===== config.mk =====
export PLATFORM = sky130hd
export DESIGN_NAME = fft_stage_sequencer
export DESIGN_NICKNAME = d
export VERILOG_FILES = /design/src/rtl/fft_stage_sequencer.sv
export SDC_FILE = /design/constraint.sdc
export NUM_CORES = 1
export LEC_CHECK = 0
export BUFFER_PORTS_ARGS = -buffer_cell sky130_fd_sc_hd__buf_2
export CORE_ASPECT_RATIO = 0.6
export CORE_MARGIN = 4
export CORE_UTILIZATION = 45
export CTS_BUF_LIST = sky130_fd_sc_hd__clkbuf_4 sky130_fd_sc_hd__clkbuf_8 sky130_fd_sc_hd__clkbuf_16
export CTS_CLUSTER_DIAMETER = 50
export CTS_CLUSTER_SIZE = 8
export DETAILED_ROUTE_END_ITERATION = 8
export PLACE_DENSITY = 0.73
export SYNTH_ARGS = -nofsm -noshare
export SYNTH_HDL_FRONTEND = slang
export SYNTH_SLANG_ARGS = --single-unit

===== constraint.sdc =====
create_clock -name clk -period 3.8 [get_ports clk]
set_input_delay 0.38 -clock clk [delete_from_list [all_inputs] [get_ports clk]]
set_output_delay 0.38 -clock clk [all_outputs]
set_load 0.01 [all_outputs]

===== src/rtl/fft_stage_sequencer.sv =====
`default_nettype none
// ============================================================================
// Module      : fft_stage_sequencer
// Description : Control sequencer for an in-place radix-2 DIT FFT engine.
//               Walks all log2(N) stages and N/2 butterflies per stage.
//               Each issue cycle it presents a twiddle ROM read address. The
//               matching data-memory operand addresses and flags appear
//               ROM_LATENCY cycles later, aligned with the ROM read data.
//               A programmable idle gap separates stages so the butterfly
//               pipeline can finish its write-back before the next stage.
// Ports       : clk, rst_n        - clock, synchronous active-low reset
//               start             - run one transform (sampled in IDLE only)
//               busy, done        - transform in progress / completion pulse
//               tw_addr           - twiddle ROM read address
//               issue_valid       - tw_addr carries a live butterfly
//               bf_valid, bf_addr_a, bf_addr_b, bf_tw_addr, bf_stage,
//               bf_last           - butterfly fields aligned to ROM data
// Revision    : 1.0 - initial release
// ============================================================================
module fft_stage_sequencer #(
    parameter int N           = 16,
    parameter int BF_LATENCY  = 4,
    parameter int ROM_LATENCY = 2
) (
    input  logic                        clk,
    input  logic                        rst_n,
    input  logic                        start,
    output logic                        busy,
    output logic                        done,
    output logic [$clog2(N)-1:0]        tw_addr,
    output logic                        issue_valid,
    output logic                        bf_valid,
    output logic [$clog2(N)-1:0]        bf_addr_a,
    output logic [$clog2(N)-1:0]        bf_addr_b,
    output logic [$clog2(N)-1:0]        bf_tw_addr,
    output logic [$clog2($clog2(N)):0]  bf_stage,
    output logic                        bf_last
);

    localparam int L  = $clog2(N);
    localparam int AW = L;
    localparam int SW = $clog2(L) + 1;
    localparam int KW = L - 1;
    localparam int GW = (BF_LATENCY > 0) ? $clog2(BF_LATENCY + 1) : 1;
    localparam int PW = 1 + 3 * AW + SW + 1;

    localparam logic [KW-1:0] K_LAST  = KW'(N / 2 - 1);
    localparam logic [SW-1:0] S_LAST  = SW'(L - 1);
    localparam logic [31:0]   GAP_LEN = 32'(BF_LATENCY);

    typedef enum logic [2:0] {
        S_IDLE  = 3'd0,
        S_ISSUE = 3'd1,
        S_GAP   = 3'd2,
        S_FLUSH = 3'd3,
        S_DONE  = 3'd4
    } state_t;

    state_t          state_q, state_d;
    logic [SW-1:0]   s_q, s_d;
    logic [KW-1:0]   k_q, k_d;
    logic [GW-1:0]   gap_cnt_q, gap_cnt_d;
    logic [PW-1:0]   pipe_q [ROM_LATENCY];
    logic [PW-1:0]   pipe_d [ROM_LATENCY];

    logic [AW-1:0]   w_k_ext;
    logic [AW-1:0]   w_half;
    logic [AW-1:0]   w_pos;
    logic [AW-1:0]   w_grp;
    logic [AW-1:0]   w_addr_a;
    logic [AW-1:0]   w_addr_b;
    logic [AW-1:0]   w_tw;
    logic            w_issue_last;
    logic [31:0]     w_gap_next;
    logic [PW-1:0]   w_entry;

    // Status and issue-side outputs decode from registered state only.
    assign busy        = (state_q != S_IDLE);
    assign done        = (state_q == S_DONE);
    assign issue_valid = (state_q == S_ISSUE);
    assign tw_addr     = issue_valid ? w_tw : '0;

    // Butterfly address decode: k splits into a group index (upper bits)
    // and a position within the group (lower s bits).
    always_comb begin
        w_k_ext      = {1'b0, k_q};
        w_half       = AW'(1) << s_q;
        w_pos        = w_k_ext & (w_half - AW'(1));
        w_grp        = w_k_ext >> s_q;
        w_addr_a     = ((w_grp << s_q) << 1) + w_pos;
        w_addr_b     = w_addr_a + w_half;
        w_tw         = w_pos << (S_LAST - s_q);
        w_issue_last = issue_valid && (k_q == K_LAST) && (s_q == S_LAST);
    end

    // Alignment delay line; idle slots carry all-zero entries so the bf_*
    // outputs read zero whenever bf_valid is low.
    always_comb begin
        w_entry = '0;
        if (issue_valid) begin
            w_entry = {1'b1, w_addr_a, w_addr_b, w_tw, s_q, w_issue_last};
        end
        pipe_d[0] = w_entry;
        for (int i = 1; i < ROM_LATENCY; i++) begin
            pipe_d[i] = pipe_q[i-1];
        end
    end

    assign {bf_valid, bf_addr_a, bf_addr_b, bf_tw_addr, bf_stage, bf_last} =
        pipe_q[ROM_LATENCY-1];

    always_comb begin
        state_d    = state_q;
        s_d        = s_q;
        k_d        = k_q;
        gap_cnt_d  = gap_cnt_q;
        w_gap_next = 32'(gap_cnt_q) + 32'd1;
        case (state_q)
            S_IDLE: begin
                if (start) begin
                    s_d     = '0;
                    k_d     = '0;
                    state_d = S_ISSUE;
                end
            end
            S_ISSUE: begin
                if (k_q == K_LAST) begin
                    k_d = '0;
                    if (s_q == S_LAST) begin
                        s_d     = '0;
                        state_d = S_FLUSH;
                    end else begin
                        s_d       = s_q + SW'(1);
                        gap_cnt_d = '0;
                        // With no drain gap the next stage issues back-to-back.
                        if (BF_LATENCY > 0) begin
                            state_d = S_GAP;
                        end
                    end
                end else begin
                    k_d = k_q + KW'(1);
                end
            end
            S_GAP: begin
                if (w_gap_next == GAP_LEN) begin
                    state_d = S_ISSUE;
                end else begin
                    gap_cnt_d = gap_cnt_q + GW'(1);
                end
            end
            S_FLUSH: begin
                // Hold until the final butterfly has left the delay line.
                if (bf_last) begin
                    state_d = S_DONE;
                end
            end
            S_DONE: begin
                state_d = S_IDLE;
            end
            default: begin
                state_d = S_IDLE;
            end
        endcase
    end

    always_ff @(posedge clk) begin
        if (!rst_n) begin
            state_q   <= S_IDLE;
            s_q       <= '0;
            k_q       <= '0;
            gap_cnt_q <= '0;
            for (int i = 0; i < ROM_LATENCY; i++) begin
                pipe_q[i] <= '0;
            end
        end else begin
            state_q   <= state_d;
            s_q       <= s_d;
            k_q       <= k_d;
            gap_cnt_q <= gap_cnt_d;
            pipe_q    <= pipe_d;
        end
    end

endmodule
`default_nettype wire

==> results by group <==
Status
  • Status: complete, no violations

Timing
  • Clock Skew: 5.511 ps
  • Highest clock rate: between 0.2 and 0.3 GHz
  • Final Cycle Share: 0.8999
  • Setup TNS: 0 ps
  • Final slew viol count: 0
  • RSZ-0062 raised after global routing: false
  • Hold WS: 436.4 ps
  • # setup viols final: 0
  • Final min period: between 3000 and 4000 ps
  • Final Hold Vio Count: 0

Global routing
  • Vias in the first global route: 1270
  • Largest net degree at the start of global routing: 27
  • GRT Total Usage: 0.1391
  • Initial antenna violation count: 0
  • First-pass GRT wire length: about 6.1 mm
  • Overflow after GRT: 0

Pwr
  • Flop pwr share: 0.593
  • Pwr/cell area: about 370 nW/um^2
  • NetSw: approximately 0.2 mW
  • Worst vdd ir: ~170 uV
  • Gate power share: 0.058
  • Switching Share: 0.2384
  • Leak Pwr: 1.015 nW
  • Total power: 0.8360 mW
  • Internal: 0.6366 mW
  • Clk pwr share: 0.349

Route
  • Drt total wl: 3.615 mm
  • Vias: 1458
  • DRT iter0 DRCs: 133
  • Via/cell ratio: about 4.9
  • Remaining DRCs: 0
  • Post-DR wirelength/cell: 12.05 um
  • DRT antenna net count: 0
  • DRT Pass-1 Iters: 4

Placement
  • Port bufs: 26
  • Post-detail-place hpwl: around 2.7 mm
  • Post-place instance area: approximately 2200 um^2
  • Gp weighted congestion: 0.8381

Clock tree
  • CTS tree: done
  • Hold_buf cts: 0
  • Clock buffer count from CTS: 5
  • Clock Tree Root: clkbuf_8
  • Clock transition at path regs: approximately 90 ps
  • Max clock buf depth: 2
  • Setup Fix Bufs, Post-CTS: 0
  • Sink Count: 46
  • Worst skew pair latency: 290 ps
  • Post_cts resized: 0
  • H-tree Lvls: 2

Finish
  • Area growth, synth to finish: 10.28%
  • Share of cells above drive strength 1: 0.1833
  • Total Nets Final: between 200 and 300
  • Post-route cell area: 2256 um^2
  • Fill cell count: 406
  • Antenna diodes: 0

Critical path
  • FF-to-FF path depth: 13
  • CP max stage cell: fa_1
  • CP Buf/Inv Count: 2
  • Delay-heaviest family, CP: adder cells
  • FF-to-FF End: pipe_d[11]
  • Capture point of the worst path: pipe_d[11]
  • CP required: 4000 ps
  • Reg2reg setup slack: 380 ps
  • Critical path depth in cells: 13
  • Crit-path cells: inv_1 -> ha_1 -> nand2b_1 -> ha_1 -> xor2_1 -> nand2_1 -> fa_1 -> inv_1 -> ha_1 -> a21oi_1 -> xor2_1 -> xnor3_1 -> and2_1
  • CP startpoint kind: register
  • Worst path arrival time: 3610 ps
  • Reg2reg start: s_q[0]
  • Origin of the worst setup path: s_q[0]
  • Worst path max stage delay: roughly 570 ps
  • Crit-path max FO: 10
  • Worst setup EP type: register
  • Critical Path Most Common Cell: ha_1
  • Crit Path Category: register to register

Floorplan
  • Die Span Y: between 60 and 70 um
  • # IOs: 27
  • Die W: approximately 95 um
  • Placeable Area: 4234 um^2
  • Starting density of the core: 0.4832
  • Die area: ~5700 um^2
  • Row cnt: 18

Job
  • Max Cap Viol: 0

Logic synthesis
  • Post-Synthesis Cells: 219
  • Sequential element share of the synthesized area: 0.4502
  • YS warnings: 0
  • Post-synth EDFFs: 0
  • Dominant synthesized flop cell: dfxtp_1
  • #FFs+latches synth: 46
  • Synth unique cells: 48
  • Mapped Area: 2046 um^2
  • Yosys top cell area share: 0.4502
  • Leading cell type by number of instances after synthesis: dfxtp_1
  • Synthesized area per cell: 9.341 um^2
  • Async set-reset flop share out of synthesis: 0
  • Most common library cells after synthesis: 46 x dfxtp_1, 23 x nor2_1, 21 x and2_1
  • Cells taking the most area after synthesis: dfxtp_1 45%, ha_1 8.0%, and2_1 6.4%
  • Area leader, netlist: dfxtp_1
  • Synth Net Count: 237

Hold path
  • Hold/Removal Path Class: register to register
[power groups by stage]
stage               logic [mW]  clock network, mW  registers, mW
floorplan               0.0380                  0          0.504
global placement        0.0479                  0          0.507
detailed placement      0.0486                  0          0.507
CTS                     0.0488              0.298          0.496
global route            0.0545              0.321          0.497
finish                  0.0483              0.292          0.495
[sequential cells by signal (all words and copies together), names as in the netlist]
name	flops
bf_valid	1
bf_stage	3
pipe_d	17
k_q	3
gap_cnt_q	3
state_q	3
bf_addr_a	4
bf_addr_b	4
bf_last	1
bf_tw_addr	4
s_q	3
[metal layers]
metal | vias up | wire length [um] | GRT usage
met4 | 0 | 23 | 0.03080
met2 | 45 | 1303 | 0.1844
met1 | 646 | 2011 | 0.2119
met5 | - | 0 | 0
li1 | 763 | - | -
met3 | 4 | 275 | 0.04780
[per-stage QoR]
step                cells  utilization  setup slack [ps]
floorplan             219            -             591.9
global placement      292       0.5115             544.7
detailed placement    292       0.5115             418.0
CTS                   300       0.5328             400.4
global route          300       0.5328             107.6
finish                300       0.5328             380.5
[cell families (layout without fill, tap and decap cells)]
group / count (synthesis) / after routing / share of synthesized area
DFF: 46 / 46 / 0.4502
and+or+nand+nor: 90 / 90 / 0.2343
AOI/OAI and AO/OA: 34 / 34 / 0.1113
xor gates and xnor gates: 6 / 6 / 0.03242
other: 1 / 1 / 0.001833
buffers and inverters: 26 / 47 / 0.06544
adders and majority gates: 15 / 15 / 0.09909
muxes: 1 / 1 / 0.005504
[worst min path at each step]
stage                        end  cells after the start  slack, ps  startpoint
floorplan           bf_addr_a[0]                      1        410  pipe_d[12]
CTS                  bf_stage[1]                      1        440   pipe_d[2]
finish               bf_stage[1]                      1        440   pipe_d[2]
global placement     bf_stage[0]                      1        420   pipe_d[1]
global route         bf_stage[1]                      1        450   pipe_d[2]
detailed placement   bf_stage[1]                      1        420   pipe_d[2]
[placed cells by master, fill, tap and decap left out, types with 2 or more instances in the layout]
master     count
dfxtp_1       46
o21ai_0        8
inv_2          2
a21oi_1        9
xor2_1         3
nand3_1        3
and3_1         4
nand2b_1       3
o2111ai_1      2
a22oi_1        2
fa_1           2
nand3b_1       2
buf_2         26
inv_1         10
nor2_1        23
xnor2_1        2
a211oi_1       2
a31oi_1        3
nor3_1         4
ha_1          13
nor2b_1        3
clkbuf_8       5
nand2_1       18
and2_1        21
[area by class of cell]
class / instances / area (um^2) / area share
well taps: 60 / 75.07 / 0.03328
repair buffers: 26 / 130.1 / 0.05768
flip-flops and latches: 46 / 920.9 / 0.4082
clock buffers: 5 / 68.82 / 0.03050
clock inverters: 3 / 21.27 / 0.009429
multi-input cells: 147 / 991.0 / 0.4393
inverters: 13 / 48.80 / 0.02163
Power figures use the tool's default switching activity.
